--- config.mk ---
export PLATFORM = sky130hd
export DESIGN_NAME = xup_andn_pipe
export DESIGN_NICKNAME = d
export VERILOG_FILES = /design/src/rtl/xup_andn_pipe.sv
export SDC_FILE = /design/constraint.sdc
export NUM_CORES = 1
export LEC_CHECK = 0
export ABC_AREA = 1
export BUFFER_PORTS_ARGS = -buffer_cell sky130_fd_sc_hd__clkbuf_2
export CAP_MARGIN = 10
export CORE_MARGIN = 2
export CORE_UTILIZATION = 57
export DETAILED_ROUTE_END_ITERATION = 6
export PLACE_DENSITY_LB_ADDON = 0.1
export SYNTH_ARGS = -nofsm -noshare
export SYNTH_HDL_FRONTEND = slang
export SYNTH_SLANG_ARGS = --single-unit
--- constraint.sdc ---
create_clock -name clk -period 2.45 [get_ports clk]
set_input_delay 0 -clock clk [delete_from_list [all_inputs] [get_ports clk]]
set_output_delay 0 -clock clk [all_outputs]
set_load 0.02 [all_outputs]
--- src/rtl/xup_andn_pipe.sv ---
// Pipelined AND/NAND reduction tree with valid/ready handshake and a
// saturating counter of transferred results that read 1.
//
// The operand is reduced by a tree of FANIN-input AND nodes, one tree level
// per register stage. A short final group in any level is padded with 1 so it
// does not disturb the AND. All stages advance together when the output slot
// is empty or being consumed, giving one result per cycle with a fixed latency
// of STAGES cycles.
module xup_andn_pipe #(
  parameter int WIDTH  = 5,     // operand bits, 2..64
  parameter int FANIN  = 4,     // inputs per tree node, 2..8
  parameter bit INVERT = 1'b0   // 0: AND result, 1: NAND result
) (
  input  logic             clk,
  input  logic             reset,
  input  logic [WIDTH-1:0] in_data,
  input  logic             in_valid,
  output logic             in_ready,
  output logic             out_y,
  output logic             out_valid,
  input  logic             out_ready,
  input  logic             hit_clr,
  output logic [15:0]      hit_count
);

  // Width of tree level k (level 0 is the raw operand).
  function automatic int level_width(input int k);
    int w;
    w = WIDTH;
    for (int i = 0; i < k; i++) w = (w + FANIN - 1) / FANIN;
    return w;
  endfunction

  // Number of levels needed to reach a single bit.
  function automatic int calc_stages();
    int w;
    int k;
    w = WIDTH;
    k = 0;
    while (w > 1) begin
      w = (w + FANIN - 1) / FANIN;
      k++;
    end
    return k;
  endfunction

  // Bit offset of level k inside the flattened level bus.
  function automatic int level_offset(input int k);
    int o;
    o = 0;
    for (int i = 0; i < k; i++) o += level_width(i);
    return o;
  endfunction

  localparam int STAGES = calc_stages();
  localparam int TOTAL  = level_offset(STAGES + 1);

  // All tree levels packed end to end: level 0 is in_data, the last level is
  // the single result bit. vld[k] is the valid bit travelling with level k.
  logic [TOTAL-1:0] lvl;
  logic [STAGES:0]  vld;
  logic             adv;
  logic [15:0]      hit_d;
  logic [15:0]      hit_q;

  assign lvl[WIDTH-1:0] = in_data;
  assign vld[0]         = in_valid;

  // One global enable: shift when the output slot is empty or being taken.
  assign adv       = !out_valid | out_ready;
  assign in_ready  = adv;
  assign out_valid = vld[STAGES];
  assign out_y     = lvl[TOTAL-1] ^ INVERT;
  assign hit_count = hit_q;

  for (genvar s = 0; s < STAGES; s++) begin : g_stage
    localparam int IW = level_width(s);
    localparam int OW = level_width(s + 1);
    localparam int IO = level_offset(s);
    localparam int OO = level_offset(s + 1);

    logic [OW*FANIN-1:0] padded;
    logic [OW-1:0]       data_d;
    logic [OW-1:0]       data_q;
    logic                valid_q;

    // AND each FANIN-wide group of the previous level; missing bits read as 1.
    always_comb begin
      // NOTE: every always_comb output gets a full default first, so no path
      // leaves it unassigned and no latch can be inferred.
      padded         = '1;
      padded[IW-1:0] = lvl[IO +: IW];
      data_d         = '0;
      for (int g = 0; g < OW; g++) data_d[g] = &padded[g*FANIN +: FANIN];
    end

    // Stage register: shift on adv, otherwise hold data and valid.
    always_ff @(posedge clk or posedge reset) begin
      if (reset) begin
        // NOTE: data is reset as well as valid so that out_y reads exactly
        // INVERT during reset rather than whatever was last in flight.
        data_q  <= '0;
        valid_q <= 1'b0;
      end else if (adv) begin
        // NOTE: non-blocking assignment lets every stage sample the previous
        // stage's old value on the same edge, which is what makes it a pipe.
        data_q  <= data_d;
        valid_q <= vld[s];
      end
    end

    assign lvl[OO +: OW] = data_q;
    assign vld[s + 1]    = valid_q;
  end

  // Next hit count: clear wins, otherwise count a transferred 1, saturating.
  always_comb begin
    hit_d = hit_q;
    if (hit_clr) begin
      hit_d = '0;
    end else if (out_valid && out_ready && out_y && (hit_q != 16'hFFFF)) begin
      hit_d = hit_q + 16'd1;
    end
  end

  // Hit counter register.
  always_ff @(posedge clk or posedge reset) begin
    if (reset) hit_q <= '0;
    else       hit_q <= hit_d;
  end

endmodule

==> metrics.txt <==
synth cell count leaders=66 x nand2_1, 21 x dfrtp_1, 19 x nor2_1; largest net degree at the start of global routing=22; Max Freq=roughly 500 MHz; max_cap viols=0; Mapped Area=roughly 1300 µm²; crit end category=flop; clock latency on the worst-skew pair=0.31 ns; WL final=between 2 and 3 mm; synth unique cells=21; Area after DPL=roughly 1400 µm²; Chip Height=50.9 µm; Crit path max-delay family=buffers and inverters; Internal=between 0.0004 and 0.0005 W; Slew @ Worst Pin=around 0.84 ns; Root Buffer=clkbuf_4; CTS Sinks=21; nets@finish=about 220; first-pass GRT wire length=4.80 mm; P_leak=0.779 nW; PwrDens=between 300 and 400 nW/µm²; port bufs=28; Reg clk slew, reported paths=about 0.12 ns; Core Box Area=~2000 µm²; CP arrival=around 2.2 ns; most numerous cell in the Yosys netlist=nand2_1; CP Buf/Inv Count=2; Die ar.=around 2600 µm²; CP Class=flop to flop; Main synth FF type=dfrtp_1; Detailed Place HPWL=slightly above 2 mm; register area=526 µm²; max-slew violation count=0; Yosys top cell area share=between 40% and 50%; Hold WS=0.0107 ns; net switching power=between 0.00015 and 0.0002 W; layout cells sized above 1=approximately 19%; Total GRT Usage=~25%; Yosys reg bits=21; Setup TNS=0 ns; DR vias/cell=around 5.3; Pre-antenna DRT Iters=4; # DRC=0; combinational power share=10.0%; initial antenna violation count=0; fin crit period=1.99 ns; CP Launch Type=flop; DR iter-0 viols=between 40 and 50; Design Area, Final=between 1500 and 2000 µm²; CTS Buf Count=3; H-tree depth=1; slew margin rel.=between 40% and 50%; Setup WS post-layout=roughly 0.46 ns; CTS tree=built; Antenna Cells=0; unrepaired setup endpoints after global routing=no; synthesized net count=approximately 190; vias in the first global route=1,125; Sw Ratio=between 20% and 30%; FILL cells=around 160; sequential power share=roughly three fifths; clk_skew=roughly 0.0017 ns; ys async rst share=100%; CTS Buffer Depth=2; pre-CTS setup slack=slightly below 0.6 ns; VDD IR-drop max=~0.4 mV; class of the worst hold path=primary input to flop; register area share after synthesis=between 40% and 50%; final hold violation count=0; final setup vio count=0; Post-synth EDFFs=0; Post-CTS Setup Inserts=0; Die Wd=just over 50 µm; CP cell instances=nand2_1 > nand4_1 > dlygate4sd3_1 > nand2_1 > dlygate4sd3_1; clock group share of total power=29.1%; syn avg cell area=just over 7 µm²; Critical-path top delay cell=dlygate4sd3_1; via count=between 1,000 and 1,500; IO Pins=29; global placer's final weighted congestion=0.887; P&R area growth vs syn=20.0%; crit path max fanout=7; status=finished clean; grt total ovfl=0; Initial Util=61.9%; Rows=16; Critical Path Max Stage Delay=between 0.5 and 0.6 ns; CP required=between 2 and 3 ns; wire per inst=12.0 µm; period utilization=81.1%; Ys Warns=0; Yosys top cell by area=dfrtp_1; synth top area cells=dfrtp_1 42%, nand2_1 20%, nand3_1 7.2%, nand4_1 6.5%, nor2_1 5.7%; Synth Instances=approximately 180; antenna viol nets, final=0; footprint of the multi-input gates=approximately 640 µm²
layout make-up:
type | count | share of cell area [%]
inverters | 18 | 4.50
clock buffers | 4 | 1.75
multi-input cells | 134 | 42.5
flip-flops and latches | 21 | 35.0
well taps | 27 | 2.25
repair buffers | 35 | 14.0
through the flow:
step           total power [W]  utilization, %  instances
3_5_place_dp          0.000420            69.6        228
3_3_place_gp          0.000418            69.6        228
2_1_floorplan         0.000401               -        176
5_1_grt               0.000616            74.3        239
4_1_cts               0.000593            74.3        239
6_report              0.000594            74.3        239
routing by layer:
layer | share of wire [%] | routed length [µm] | track usage, % | up-vias
met1 | 43 | 1230 | 31.0 | 578
met2 | 50 | 1430 | 41.2 | 55
met3 | 6.2 | 177 | 4.68 | 5
met5 | 0 | 0 | 0 | -
li1 | - | - | - | 639
met4 | 1.3 | 38 | 10.8 | 0
power groups by stage:
| stage | Clock (W) | Sequential (W) | Combinational [W] |
|---|---|---|---|
| 6_report | 0.000173 | 0.000361 | 0.0000596 |
| 5_1_grt | 0.000189 | 0.000362 | 0.0000652 |
| 4_1_cts | 0.000172 | 0.000361 | 0.0000599 |
| 3_5_place_dp | 0 | 0.000368 | 0.0000519 |
| 3_3_place_gp | 0 | 0.000368 | 0.0000506 |
| 2_1_floorplan | 0 | 0.000371 | 0.0000301 |
placed cells by master, fill, tap and decap left out:
master         synthesis  layout
nand2_1               66      66
clkbuf_2               0      28
dfrtp_1               21      21
nor2_1                19      19
nand3_1               18      18
inv_1                 17      17
nand4_1               13      13
dlygate4sd3_1          0       7
nor2_4                 4       4
xor2_1                 3       3
clkbuf_4               0       3
nor2_2                 2       2
a21oi_1                2       2
nand3_2                1       1
inv_2                  1       1
nand2_2                1       1
o21ai_1                1       1
nor3_1                 1       1
o21ai_0                1       1
mux2_2                 1       1
ha_1                   1       1
clkbuf_1               0       1
logic make-up (layout without fill, tap and decap cells):
group | count (synthesis) | in the layout | share of synthesized area (%)
AO/OA/AOI/OAI | 4 | 4 | 1.60
buffers and inverters | 21 | 57 | 6.99
multiplexers | 1 | 1 | 0.899
flip-flops | 21 | 21 | 42.0
XOR/XNOR | 3 | 3 | 2.10
AND/OR/NAND/NOR | 125 | 125 | 45.5
adder cells (fa/ha/maj) | 1 | 1 | 0.999
path summary, 6_finish.rpt:
kind                                                startpoint                          endpoint  slack [ns]  depth (start not counted)
worst max-delay path                     out_valid$_DFFE_PP0P_  g_stage[0].data_q[0]$_DFFE_PP0P_        0.46                          5
worst min-delay path                                   hit_clr          hit_count[3]$_DFFE_PP0P_        0.01                          4
worst max register to register           out_valid$_DFFE_PP0P_  g_stage[0].data_q[0]$_DFFE_PP0P_        0.46                          5
worst min register to register  g_stage[0].valid_q$_DFFE_PP0P_             out_valid$_DFFE_PP0P_        0.47                          2
max in group asynchronous                                reset         hit_count[12]$_DFFE_PP0P_        1.56                          3
min in group asynchronous                                reset          hit_count[1]$_DFFE_PP0P_        0.37                          3
worst reg2reg max path: stages (launching register included):
cell and delay (ns):
dfrtp_1 0.44, nand2_1 0.18, nand4_1 0.13, dlygate4sd3_1 0.55, nand2_1 0.04, dlygate4sd3_1 0.54
what timing repair did:
action | in CTS | in global routing
endpoints found under the setup margin | 0 | 0
hold buffers | 7 | 0
resized for setup | 0 | 0
endpoints found under the hold margin | 25 | 0
sequential cells by signal, indices dropped and copies added (netlist names):
name and count:
hit_count 16, out_y 1, out_valid 1, g_stage.data_q 2
g_stage.valid_q 1
(Power assumes the default switching activity.)
